===== config.mk =====
export PLATFORM = sky130hd
export DESIGN_NAME = hazard_scheduler
export DESIGN_NICKNAME = d
export VERILOG_FILES = /design/src/rtl/hazard_scheduler.sv
export SDC_FILE = /design/constraint.sdc
export NUM_CORES = 1
export LEC_CHECK = 0
export BUFFER_PORTS_ARGS = -buffer_cell sky130_fd_sc_hd__buf_2
export CAP_MARGIN = 5
export CORE_AREA = 2 2 77 42
export CTS_BUF_LIST = sky130_fd_sc_hd__clkbuf_8
export DETAILED_ROUTE_END_ITERATION = 7
export DIE_AREA = 0 0 79 44
export GPL_TIMING_DRIVEN = 0
export PLACE_DENSITY = 0.72
export RECOVER_POWER = 25
export SLEW_MARGIN = 15
export SYNTH_ARGS = -nofsm -noshare
export SYNTH_HDL_FRONTEND = slang
export SYNTH_SLANG_ARGS = --single-unit

===== constraint.sdc =====
create_clock -name clk -period 1.6 [get_ports clk]
set_input_delay 0.16 -clock clk [delete_from_list [all_inputs] [get_ports clk]]
set_output_delay 0.16 -clock clk [all_outputs]
set_load 0.005 [all_outputs]

===== src/rtl/hazard_scheduler.sv =====
// hazard_scheduler
//   Decode-stage sequencing controller. Keeps shadow copies (valid, rd,
//   regwrite, memread, fpu_mc) of the instructions that occupy E and M. From
//   them it produces the operand forwarding selects, the F/D stall, the D/E
//   bubble insertion, the branch flush and the multi-cycle FPU hold.
//
//   Optional feature macro: HAZARD_FORWARD_EN
//     defined   : E/M results are forwarded (01 = E, 10 = M). Only a load-use
//                 hazard or an FPU hold stalls.
//     undefined : forward0/forward1 are always 00. Any RAW match against E or
//                 M stalls decode until the producer has left M.
//
//   Ports
//     clk, rstn            clock; synchronous reset, active-high (1 = reset)
//     d_valid              decode holds a valid instruction
//     d_rs0/d_rs1          decode sources ({flag, 5-bit index})
//     d_use0/d_use1        the decode instruction reads rs0 / rs1
//     d_rd, d_regwrite     decode destination and its write enable
//     d_memread, d_fpu_mc  the decode instruction is a load / a multi-cycle FPU op
//     branch_taken         a branch resolved taken in E this cycle
//     forward0/forward1    operand selects (00 regfile, 01 E, 10 M)
//     stall_f, stall_d     hold PC + F/D; hold D and send a bubble into E
//     flush_d              F/D loads a bubble
//     hold_e, busy         E is occupied by an unfinished multi-cycle FPU op
module hazard_scheduler #(
  parameter int unsigned FPU_LAT  = 3,
  parameter logic [5:0]  ZERO_REG = 6'd0
) (
  input  logic       clk,
  input  logic       rstn,
  input  logic       d_valid,
  input  logic [5:0] d_rs0,
  input  logic [5:0] d_rs1,
  input  logic       d_use0,
  input  logic       d_use1,
  input  logic [5:0] d_rd,
  input  logic       d_regwrite,
  input  logic       d_memread,
  input  logic       d_fpu_mc,
  input  logic       branch_taken,
  output logic [1:0] forward0,
  output logic [1:0] forward1,
  output logic       stall_f,
  output logic       stall_d,
  output logic       flush_d,
  output logic       hold_e,
  output logic       busy
);

  typedef struct packed {
    logic       valid;
    logic [5:0] rd;
    logic       regwrite;
    logic       memread;
    logic       fpu_mc;
  } slot_t;

  localparam logic [3:0] LAT_M1 = 4'(FPU_LAT - 1);

  slot_t      e_q, e_d, m_q, m_d;
  logic [3:0] cnt_q, cnt_d;

  logic match_e0, match_e1, match_m0, match_m1;
  logic raw_stall, enter_e;

  // In M only the destination is ever needed; load/FPU kind matters only in E.
  logic unused_m;
  assign unused_m = m_q.memread ^ m_q.fpu_mc;

  function automatic logic raw(input logic use_s, input logic [5:0] rs,
                               input slot_t s, input logic dv);
    return use_s & dv & (rs != ZERO_REG) & s.valid & s.regwrite & (s.rd == rs);
  endfunction

  always_comb begin
    hold_e   = e_q.valid & e_q.fpu_mc & (cnt_q != 4'd0);
    match_e0 = raw(d_use0, d_rs0, e_q, d_valid);
    match_e1 = raw(d_use1, d_rs1, e_q, d_valid);
    match_m0 = raw(d_use0, d_rs0, m_q, d_valid);
    match_m1 = raw(d_use1, d_rs1, m_q, d_valid);
`ifdef HAZARD_FORWARD_EN
    // A load or an unfinished FPU op in E has no result yet: fall through to M.
    forward0  = (match_e0 & ~e_q.memread & ~hold_e) ? 2'b01 :
                match_m0                            ? 2'b10 : 2'b00;
    forward1  = (match_e1 & ~e_q.memread & ~hold_e) ? 2'b01 :
                match_m1                            ? 2'b10 : 2'b00;
    raw_stall = (match_e0 | match_e1) & (e_q.memread | hold_e);
`else
    forward0  = 2'b00;
    forward1  = 2'b00;
    raw_stall = match_e0 | match_e1 | match_m0 | match_m1;
`endif
    // A taken branch kills the decode instruction, so there is nothing to hold.
    stall_d = ~branch_taken & (raw_stall | hold_e);
    stall_f = stall_d;
    flush_d = branch_taken;
    busy    = hold_e;
    enter_e = d_valid & ~stall_d & ~branch_taken;
  end

  always_comb begin
    e_d   = e_q;
    m_d   = m_q;
    cnt_d = cnt_q;
    if (hold_e) begin
      // E is frozen; its predecessor in M retires after one cycle.
      m_d   = '0;
      cnt_d = (cnt_q != 4'd0) ? cnt_q - 4'd1 : 4'd0;
    end else begin
      m_d   = e_q;
      e_d   = '0;
      cnt_d = 4'd0;
      if (enter_e) begin
        e_d = '{valid: 1'b1, rd: d_rd, regwrite: d_regwrite,
                memread: d_memread, fpu_mc: d_fpu_mc};
        if (d_fpu_mc) cnt_d = LAT_M1;
      end
    end
  end

  always_ff @(posedge clk) begin
    if (rstn) begin
      e_q   <= '0;
      m_q   <= '0;
      cnt_q <= 4'd0;
    end else begin
      e_q   <= e_d;
      m_q   <= m_d;
      cnt_q <= cnt_d;
    end
  end

endmodule


### Word level (Yosys, flattened, before mapping)

Cells that the tools add are included.

* register bits after elaboration: 21
* input bits: 27
* logic and storage cells: 49

* $add $sub $neg: 1
* eq/ne operators: 4
* multiplexer cells: 5
* bitwise gates (word level): 27
* reductions and logical operators: 4

Operators with widths (number)
* $eq A6 B6 Y1: 4
* $and A1 B1 Y1: 21
* $reduce_bool A6 Y1: 2
* $mux W10: 1
* $mux W4: 2
* $mux W2: 2
* $or A1 B1 Y1: 4
* $reduce_bool A4 Y1: 1
* $sub A4 B1 Y4 const B: 1
* $not A1 Y1: 2
* $reduce_or A2 Y1: 1

### Logic depth before layout (Yosys ltp)

Gate-level depths: netlist (run 1).

* depth in word-level cells: 15
* gate-level depth with buffers: 7
* mapped depth without buffers: 6

### Worst setup path before layout (run 1)

OpenSTA, ideal clock, no wires.

* path type: reg-to-output
* start: register e_q[6] (netlist name)
* end: output port stall_f
* arrival: 1673 ps
* required time: 1440 ps
* slack: -233 ps
* cell stages (with the launch flop): 8
* path buffers: 2
* cells stage by stage: dfxtp_1 xor2_1 nor4_1 nand4_1 a221o_1 buf_2 a21oi_1 buf_4

* word-level cells in the longest chain between the ends: 7

RTL lines
* start, declared: RTL line 60 `slot_t e_q, e_d, m_q, m_d;`
* start signal, assigned: RTL line 123 `e_q <= '0;`
* start signal, assigned: RTL line 127 `e_q <= e_d;`
* $eq A6 B6 Y1: RTL line 72 `return use_s & dv & (rs != ZERO_REG) & s.valid & s.regwrite & (s.rd == rs);`
* $and A1 B1 Y1: RTL line 72
* $or A1 B1 Y1 * (3 in series): RTL line 91 `raw_stall = match_e0 | match_e1 | match_m0 | match_m1;`
* $or A1 B1 Y1 *: RTL line 94 `stall_d = ~branch_taken & (raw_stall | hold_e);`
* $and A1 B1 Y1 *: RTL line 94
* end, declared: RTL line 43 `output logic stall_f,`

Mark *: on every way between the ends. The rest lies on a longest branch, timed or not.

### Final worst setup path (run 1)

* start: register m_q[8] (netlist name)
* end: output port stall_f

* word-level cells in the longest chain between the ends: 6

RTL lines
* start, declared: RTL line 60
* start signal, assigned: RTL line 128 `m_q <= m_d;`
* $eq A6 B6 Y1: RTL line 72
* $and A1 B1 Y1: RTL line 72
* $or A1 B1 Y1: RTL line 91
* $or A1 B1 Y1 *: RTL line 91
* $or A1 B1 Y1 *: RTL line 94
* $and A1 B1 Y1 *: RTL line 94

Marks and branches as above.

==> results of run 1 <==
==> cells in the final DEF (no fill, tap or decap), types with 2 or more instances in the layout <==
cell / netlist / routed
clkbuf_1: 2 / 2
nor3_1: 2 / 2
dfxtp_2: 0 / 5
nand2_1: 12 / 12
nor4_1: 3 / 2
a21oi_1: 11 / 9
nand3_1: 3 / 2
buf_2: 1 / 26
conb_1: 1 / 4
dfxtp_4: 0 / 2
buf_6: 0 / 7
a21oi_4: 1 / 2
xnor2_1: 13 / 13
clkbuf_8: 0 / 3
or4_1: 3 / 2
xor2_1: 12 / 11
dfxtp_1: 21 / 14
and2_1: 8 / 7
nand4_1: 9 / 9
buf_4: 7 / 12
==> timing repair <==
action	4_1_cts	5_1_grt
pin swaps	12	9
cloned	1	0
endpoints found under the setup margin	22	22
gates resized for setup	15	11
setup buffers	6	4
==> power groups by stage <==
stage / Combinational, uW / Clock (uW) / Sequential (uW)
6_report: 143 / 342 / 543
5_1_grt: 156 / 368 / 544
4_1_cts: 139 / 340 / 544
3_5_place_dp: 132 / 0 / 557
3_3_place_gp: 126 / 0 / 557
2_1_floorplan: 71.2 / 0 / 553
==> worst paths after layout <==
check | from | end | slack, ns
worst max register to register | e_q[4] | e_q[0] | -0.22
worst max-delay path | m_q[8] | stall_f | -0.53
worst min register to register | cnt_q[0] | cnt_q[0] | 0.45
worst min-delay path | d_rd[1] | e_q[4] | 0.15
==> routing by layer <==
layer,share of wire,track usage,vias to the layer above
met1,0.46,0.259,509
met4,0.031,0.0931,0
met2,0.44,0.317,43
met5,0,0,-
met3,0.063,0.0563,8
li1,-,-,510
==> cells by family after synthesis <==
family | after synthesis | synth area share
AOI/OAI and AO/OA | 18 | 0.112
xor gates and xnor gates | 25 | 0.201
buffers and inverters | 12 | 0.0665
DFF | 21 | 0.385
other | 1 | 0.00344
and+or+nand+nor | 45 | 0.232
==> cell usage after synthesis, types with 2 or more instances <==
library cell,count
nand3_1,3
xnor2_1,13
buf_4,7
nor3_1,2
dfxtp_1,21
nand2_1,12
or4_1,3
and2_1,8
nand4_1,9
nor4_1,3
xor2_1,12
clkbuf_1,2
a21oi_1,11
==> worst max-delay path: cells and delay by family (launching register included) <==
family / cells / cell delay, ns
AOI/OAI and AO/OA: 3 / 0.50
xor gates and xnor gates: 1 / 0.13
buffers and inverters: 2 / 0.19
DFF: 1 / 0.34
and+or+nand+nor: 1 / 0.54
==> final cells by class <==
| type | instances | area share |
|---|---|---|
| Inverter | 1 | 0.00238 |
| Clock inverter | 1 | 0.00238 |
| Timing Repair Buffer | 41 | 0.184 |
| Tap cell | 40 | 0.0318 |
| Clock buffer | 3 | 0.0262 |
| Sequential cell | 21 | 0.276 |
| Multi-Input combinational cell | 92 | 0.434 |
| Buffer | 9 | 0.0429 |
==> flip-flops by register name, indices dropped and copies added (netlist names) <==
| name | flops |
|---|---|
| cnt_q | 4 |
| e_q | 9 |
| m_q | 8 |
==> stage by stage <==
step | area, um2 | setup WS (ns) | cells
detailed placement | 1340 | -0.403 | 195
global route | 1570 | -0.606 | 208
global placement | 1340 | -0.315 | 195
floorplan | 1140 | -0.0952 | 125
finish | 1570 | -0.531 | 208
CTS | 1540 | -0.593 | 206
==> out/summary.txt, run 1 <==
hold crit path type = input port to register
global-route wire length before repair = 5060 um
largest net degree at the start of global routing = 12
Hold Vio Cnt, Final = 0
worst vdd ir = 0.375 mV
EDFF count, synth = 0
drt first pass iters = 4
fin. max-slew vios = 0
clk sinks = 21
Vias = 1070
Crit-path slowest cell = or4_4
Final #Nets = 196
Clock Path Buffers = 2
Yosys cell types = 29
routability cong. = 0.861
internal cell power = 773 uW
Power Total = 1030 uW
Die ar. = 3480 um2
clock power share = 0.333
setup ws final = -0.531 ns
initial antenna violation count = 0
# IOs = 36
async set-reset flop share out of synthesis = 0
worst r2r path cells = 7
commonest register cell after synthesis = dfxtp_1
Die Y-Extent = 44 um
half-perimeter wire length after placement = 2290 um
sequential power share = 0.528
Power Dens Cells = 653 nW/um2
violated checks = setup timing
post-synthesis register bit count = 21
share of Yosys cell area claimed by the top area cell type = 0.385
worst-path cell chain = xor2_1 > or4_4 > o22ai_4 > a21oi_4 > a21oi_4 > buf_6 > buf_6
share of cells above drive strength 1 = 0.429
Initial DRC Count = 35
Mean Syn Cell Area = 8.94 um2
CTS tree = yes
FP Rows = 14
worst-path maximum fanout = 7
outcome = finished with violations
CTS H-tree lvls = 1
Ys Warns = 0
vias in the first global route = 1010
post-layout util = 0.555
Starting Density = 0.384
register area = 434 um2
final setup vio count = 22
# fillers = 274
number of I/O port buffers = 30
P_leak = 0.000631 uW
Gate Count Post-Synth = 122
CP required = 1.44 ns
vias per std cell = 5.14
multi-input combinational cell area = 683 um2
Die Width = 79 um
cell taking the most area after synthesis = dfxtp_1
max-cap viol count = 0
RSZ-0062 raised after global routing = yes
critical path capture point type = primary output
WHS = 0.149 ns
drt drc = 0
WL per Instance = 15.4 um
drt total wl = 3210 um
Seq/Total Area, Yosys = 0.385
CP startpoint kind = register
CTS Hold Bufs = 0
clock latency on the worst-skew pair = 0.26 ns
Comb power frac = 0.139
Syn-to-layout area delta = 44.3%
biggest cell delay along the critical path = 0.54 ns
Max Clk Rate = 469 MHz
synth top area cells = dfxtp_1 (39%), xnor2_1 (10%), xor2_1 (9.6%)
antenna-violating nets left = 0
WHS Path Cells = 3
Final Cycle Share = 1.33
critical path class = register to primary output
Clk pin slew, worst setup/hold paths = 0.08 ns
root buffer cell = clkbuf_8
Core ar. = 2840 um2
GRT Total Usage = 0.201
ant diodes = 0
critical path arrival = 1.97 ns
clk_skew = 0.00972 ns
NetSw = 254 uW
synthesized area = 1090 um2
switching fraction of total power = 0.248
Post-Route Setup TNS = -3.56 ns
global route overflow = 0
Period minus WS final = 2.13 ns
CTS Buf Count = 3
(Power assumes the default switching activity.)
==> inputs of run 2 (changes only) <==
- PLACE_DENSITY: 0.72 -> 0.77
==> run 2 against run 1 <==
  * The flow still finishes with violations (setup timing)
  * Die area unchanged
  * Cell count increased by 0.96%
  * Total power increased by 1.8%
  * Cell area about the same
  * Critical path depth increased by 1
  * First-iteration DRC count increased by 89%
  * Fmax increased by 0.77%
  * Setup slack improved by 0.016 ns
  * Clock skew decreased by 0.0042 ns
  * Combinational power about the same
  * Sequential share of layout area decreased by 0.10 points
  * Critical endpoint unchanged
  * Largest power group unchanged
==> out/summary.txt, run 2 (synthesis gave the netlist of run 1 again) <==
P_leak = 0.000626 uW (-0.69%)
WL per Instance = 15.2 um (-1.6%)
Top reg by flops = e_q
global route overflow = 0 (unchanged)
CTS H-tree lvls = 1 (unchanged)
placed insts = 195 (unchanged)
share of cells above drive strength 1 = 0.441 (+0.0126)
max-cap viol count = 0 (unchanged)
top flop regs = e_q (9), m_q (8), cnt_q (4)
Vias = 1043 (-2.5%)
post-layout util = 0.555 (about the same)
CP required = 1.44 ns (about the same)
Period minus WS final = 2.11 ns (-0.0164 ns)
RSZ-0062 raised after global routing = yes
worst r2r path cells = 9 (+2)
Min-Delay Startpoint = rstn
worst slew pin tran = 0.519 ns
Core ar. = 2840 um2 (unchanged)
crit path buf inv count = 3 (+1)
drt drc = 0 (unchanged)
final setup vio count = 15 (-32%)
pre-CTS setup slack = -0.351 ns (+0.0526 ns)
worst vdd ir = 0.344 mV (-8.3%)
drt first pass iters = 4 (unchanged)
drt total wl = 3190 um (-0.62%)
outcome = finished with violations
Max Clk Rate = 473 MHz (+0.77%)
FP Rows = 14 (unchanged)
Power Dens Cells = 664 nW/um2 (+1.7%)
vias per std cell = 4.97 (-3.5%)
half-perimeter wire length after placement = 2200 um (-3.8%)
ant diodes = 0 (unchanged)
critical path capture point type = primary output
WHS Path Cells = 2 (-1)
Crit Reg-Reg Startpoint = m_q[7]
number of I/O port buffers = 30 (unchanged)
setup ws final = -0.514 ns (+0.0164 ns)
# IOs = 36 (unchanged)
Starting Density = 0.384 (unchanged)
CTS tree = yes
critical path arrival = 1.95 ns (-0.02 ns)
Critical R2R Capture = e_q[6]
Die Width = 79 um (unchanged)
fin cells = 210 (+0.96%)
clock latency on the worst-skew pair = 0.27 ns (about the same)
critical path class = register to primary output
root buffer cell = clkbuf_8
clk_skew = 0.00553 ns (-0.00420 ns)
Crit-path slowest cell = or4_1
routability cong. = 0.858 (-0.28%)
cell family contributing the most delay on the critical path = compound AO/OA/AOI/OAI gates
WHS Endpoint = cnt_q[0]
worst-path maximum fanout = 3 (-4)
Final #Nets = 198 (+1.0%)
CTS Buf Count = 3 (unchanged)
Die ar. = 3480 um2 (unchanged)
Die Y-Extent = 44 um (unchanged)
Syn-to-layout area delta = 44.4% (about the same)
Final Cycle Share = 1.32 (-0.0102)
worst-path cell chain = buf_4 > xor2_1 > or4_1 > o22ai_2 > a21oi_4 > a21oi_4 > buf_6 > buf_6
most frequent cells in the layout = buf_2 (26), xnor2_1 (13), buf_4 (13), dfxtp_1 (13)
Hold Vio Cnt, Final = 0 (unchanged)
max FFs per register = 9 (unchanged)
CTS Hold Bufs = 0 (unchanged)
Design Area, Final = 1580 um2 (about the same)
fin. max-slew vios = 0 (unchanged)
hold crit path type = input port to register
Initial DRC Count = 66 (+89%)
Max transition margin = 0.654
violated checks = setup timing
CP startpoint kind = register
clk sinks = 21 (unchanged)
Clock Path Buffers = 2 (unchanged)
antenna-violating nets left = 0 (unchanged)
largest net degree at the start of global routing = 14 (+2)
Placed Area = 1340 um2 (unchanged)
global-route wire length before repair = 5160 um (+1.9%)
vias in the first global route = 1111 (+10%)
GRT Total Usage = 0.200 (-0.000993)
R2R setup slack = -0.43 ns (-0.21 ns)
biggest cell delay along the critical path = 0.41 ns (-0.13 ns)
initial antenna violation count = 0 (unchanged)
most common cell after layout, fill and taps aside = buf_2
WHS = 0.145 ns (-0.00326 ns)
Clk pin slew, worst setup/hold paths = 0.08 ns (about the same)
-- run 2: area by class of cell --
type                    count  area (um2)
flip-flops and latches     21         433
fillers                   283        1260
repair buffers             42         277
clock buffers               3        41.3
well taps                  40        50.0
multi-input cells          92         681
clock inverters             1        7.51
plain buffers              10        82.6
inverters                   1        3.75
-- run 2: what timing repair did --
item                       in CTS  in global routing
gates cloned                    1                  0
setup buffers                   8                  3
setup endpoints to repair      22                 22
resized for setup              21                  7
pin swaps                      33                 15
-- run 2: how the worst max path moves through the flow --
| stage | cells past startpoint | slack (ns) | to | from |
|---|---|---|---|---|
| final | 8 | -0.51 | stall_f | e_q[5] |
| after global routing | 7 | -0.61 | stall_f | m_q[7] |
| after CTS | 8 | -0.55 | stall_f | e_q[5] |
| after detailed placement | 7 | -0.35 | stall_f | d_rs1[0] |
| after global placement | 8 | -0.33 | stall_f | e_q[6] |
| after floorplan | 7 | -0.1 | stall_f | m_q[6] |
-- run 2: per-stage QoR --
stage / TNS [ns] / power, uW
finish: -5.20 / 1050
global route: -6.81 / 1090
CTS: -4.91 / 1050
detailed placement: -3.80 / 689
global placement: -3.10 / 683
floorplan: -0.0952 / 624
-- run 2: layer usage --
layer | global-route usage | part of all wire | up-vias
met1 | 0.253 | 0.45 | 491
met3 | 0.0542 | 0.066 | 4
met4 | 0.0724 | 0.0088 | 0
met2 | 0.334 | 0.47 | 38
li1 | - | - | 510
met5 | 0 | 0 | -
-- run 2: power by group --
group / total, uW / switching (uW) / internal (uW)
Combinational: 143 / 71.1 / 71.7
Clock: 359 / 183 / 176
Sequential: 544 / 11.8 / 532
-- run 2: worst register-to-register path, delay by kind of cell, from the launching register on --
| family | cells | cell delay [ns] |
|---|---|---|
| AO/OA/AOI/OAI | 2 | 0.52 |
| AND/OR/NAND/NOR | 3 | 0.48 |
| flip-flops | 1 | 0.34 |
| buffers and inverters | 3 | 0.41 |
| XOR/XNOR | 1 | 0.15 |
==> inputs of run 3 (changes only) <==
- ABC_AREA: not set -> 1
- CORE_AREA: 2 2 77 42 -> 2 2 83 45
- DIE_AREA: 0 0 79 44 -> 0 0 85 47
- PLACE_DENSITY: 0.77 -> 0.75
==> run 3 against run 2 <==
  * The run still ends with setup timing left
  * Non-clock buffer count is 8 lower
  * Critical path depth is 2 higher
  * Clock skew is 0.0026 ns lower
  * Sequential power hardly changed
  * Synthesized cell count is 57% higher
  * Register-to-register slack better by 0.41 ns
  * Cell count is 31% higher
  * Combinational power is 18% higher
  * Flip-flop and latch count stayed put
  * Setup slack better by 0.23 ns
  * Total power is 2.6% higher
  * Area after synthesis is 16% higher
  * Critical path type unchanged
  * Critical endpoint unchanged
  * Largest cell class unchanged
  * Highest routed layer unchanged
==> out/summary.txt, run 3 <==
share of Yosys cell area claimed by the top area cell type = 0.331 (-0.0543)
clock latency on the worst-skew pair = 0.26 ns (about the same)
# fillers = 311 (+9.9%)
Clock Path Buffers = 2 (unchanged)
setup ws final = -0.282 ns (+0.232 ns)
ant diodes = 0 (unchanged)
vias per std cell = 4.28 (-14%)
critical path arrival = 1.72 ns (-0.23 ns)
CP required = 1.44 ns (about the same)
CTS Hold Bufs = 0 (unchanged)
drt first pass iters = 4 (unchanged)
# IOs = 36 (unchanged)
Starting Density = 0.387 (+0.00219)
CP startpoint kind = register
Final Cycle Share = 1.18 (-0.145)
P_leak = 0.000854 uW (+36%)
Gate Count Post-Synth = 191 (+57%)
Initial DRC Count = 61 (-7.6%)
EDFF count, synth = 0 (unchanged)
drt drc = 0 (unchanged)
worst-path maximum fanout = 4 (+1)
Syn-to-layout area delta = 31.9%
GRT Total Usage = 0.156 (-0.0433)
critical path class = register to primary output
drt total wl = 2960 um (-7.3%)
synth top area cells = dfxtp_1 (33%), nand2_1 (17%), inv_1 (8.6%)
CTS Buf Count = 3 (unchanged)
Post-synth top cells = nand2_1 (56), inv_1 (29), nor2_1 (24)
clk sinks = 21 (unchanged)
Clk pin slew, worst setup/hold paths = 0.08 ns (about the same)
R2R setup slack = -0.02 ns (+0.41 ns)
Post-Route Setup TNS = -0.669 ns (+4.53 ns)
max FFs per register = 9 (unchanged)
post-synthesis register bit count = 21 (unchanged)
async set-reset flop share out of synthesis = 0 (unchanged)
Ys Warns = 0 (unchanged)
global route overflow = 0 (unchanged)
root buffer cell = clkbuf_8
most frequent cells in the layout = nand2_1 (55), buf_2 (29), inv_1 (28)
top flop regs = e_q (9), m_q (8), cnt_q (4)
most common cell after layout, fill and taps aside = nand2_1
Critical R2R Capture = e_q[6]
critical path capture point type = primary output
violated checks = setup timing
crit path to = stall_f
FP Rows = 15 (+1)
Hold Vio Cnt, Final = 0 (unchanged)
final setup vio count = 9 (-6)
Crit Reg-Reg Startpoint = cnt_q[0]
outcome = finished with violations
Mean Syn Cell Area = 6.65 um2 (-26%)
vias in the first global route = 976 (-12%)
Top Usage Layer GRT = met2
Power Dens Cells = 640 nW/um2 (-3.6%)
Period minus WS final = 1.88 ns (-0.232 ns)
antenna-violating nets left = 0 (unchanged)
worst setup path startpoint = e_q[4]
cell with the most instances after synthesis = nand2_1
Seq/Total Area, Yosys = 0.331 (-0.0543)
initial antenna violation count = 0 (unchanged)
commonest register cell after synthesis = dfxtp_1
Top reg by flops = e_q
routability cong. = 0.832 (-3.1%)
fin cells = 276 (+31%)
Die Width = 85 um (+7.6%)
met1 usage = 0.226 (-0.0266)
RSZ-0062 raised after global routing = yes
Final #Nets = 262 (+32%)
largest net degree at the start of global routing = 14 (unchanged)
Vias = 1182 (+13%)
fin. max-slew vios = 0 (unchanged)
Max Clk Rate = 531 MHz (+12%)
number of I/O port buffers = 30 (unchanged)
CTS H-tree lvls = 1 (unchanged)
worst r2r path cells = 12 (+3)
half-perimeter wire length after placement = 2180 um (-0.96%)
max-cap viol count = 0 (unchanged)
worst vdd ir = 0.447 mV (+30%)
share of cells above drive strength 1 = 0.359 (-0.0822)
WL per Instance = 10.7 um (-29%)
clk_skew = 0.00298 ns (-0.00255 ns)
synthesized area = 1270 um2 (+16%)
met2 Use GR = 0.234 (-0.0995)
Die Y-Extent = 47 um (+6.8%)
met3 usage = 0.0475 (-0.00671)
Core ar. = 3280 um2 (+16%)
cell taking the most area after synthesis = dfxtp_1
global-route wire length before repair = 4620 um (-10%)
hold crit path type = input port to register
Die ar. = 4000 um2 (+15%)
placed insts = 266 (+36%)
Yosys cell types = 22 (-24%)
CTS tree = yes
## run 3: worst min path at each step
stage              from       end  slack (ns)  depth (start not counted)
3_3_place_gp   cnt_q[0]  cnt_q[0]        0.43                          1
3_5_place_dp   cnt_q[0]  cnt_q[0]        0.44                          1
6_report        d_rd[1]    e_q[4]        0.16                          3
2_1_floorplan      rstn    e_q[9]        0.25                          1
5_1_grt            rstn    e_q[9]        0.17                          2
4_1_cts         d_rd[1]    e_q[4]        0.17                          3
## run 3: power breakdown
| group | internal (uW) | switching (uW) | leakage (uW) |
|---|---|---|---|
| registers | 531 | 11.5 | 0.000176 |
| clock network | 176 | 185 | 0.0000217 |
| logic | 77.5 | 92.0 | 0.000656 |
## run 3: area by class of cell
type                       count  area, um2  area share
buffer                         8       71.3      0.0426
clock buffer                   3       41.3      0.0246
clock inverter                 1       7.51     0.00448
inverter                      33        124      0.0739
multi-input combinational    132        727       0.434
sequential                    21        438       0.261
tap                           42       52.6      0.0314
timing repair buffer          36        214       0.128
## run 3: what timing repair did
item / in CTS / in global routing
endpoints found under the setup margin: 3 / 14
pin swaps: 7 / 2
gates resized for setup: 19 / 8
setup buffers: 3 / 3
## run 3: cell families (layout without fill, tap and decap cells)
| family | after synthesis | count (layout) | synth area share |
|---|---|---|---|
| xor gates and xnor gates | 14 | 14 | 0.0966 |
| and+or+nand+nor | 103 | 103 | 0.355 |
| DFF | 21 | 21 | 0.331 |
| AOI/OAI and AO/OA | 11 | 11 | 0.0700 |
| other | 1 | 4 | 0.00295 |
| buffers and inverters | 41 | 81 | 0.145 |
## run 3: worst max-delay path, cell delays in order (launching register included)
cell     delay, ns
dfxtp_4       0.39
xnor2_2       0.11
nand2_1       0.08
nor2_1        0.13
nand3_1       0.11
a21oi_2       0.15
nor2_2        0.05
or2_1         0.21
inv_2         0.06
buf_6         0.08
buf_6         0.08
## run 3: metrics by stage
step	area, um2	total power (uW)	hold WS (ns)	utilization	setup slack, ns
4_1_cts	1620	1070	0.165	0.492	-0.266
3_5_place_dp	1480	713	0.444	0.452	-0.0678
5_1_grt	1680	1120	0.175	0.510	-0.414
2_1_floorplan	1280	648	0.248	-	0.151
6_report	1680	1070	0.164	0.510	-0.282
3_3_place_gp	1480	711	0.430	0.452	-0.0467
## run 3: per-layer routing
layer  up-vias  wire length, um
li1        648                -
met1       488             1430
met2        42             1170
met3         4              332
met4         0               29
met5         -                0
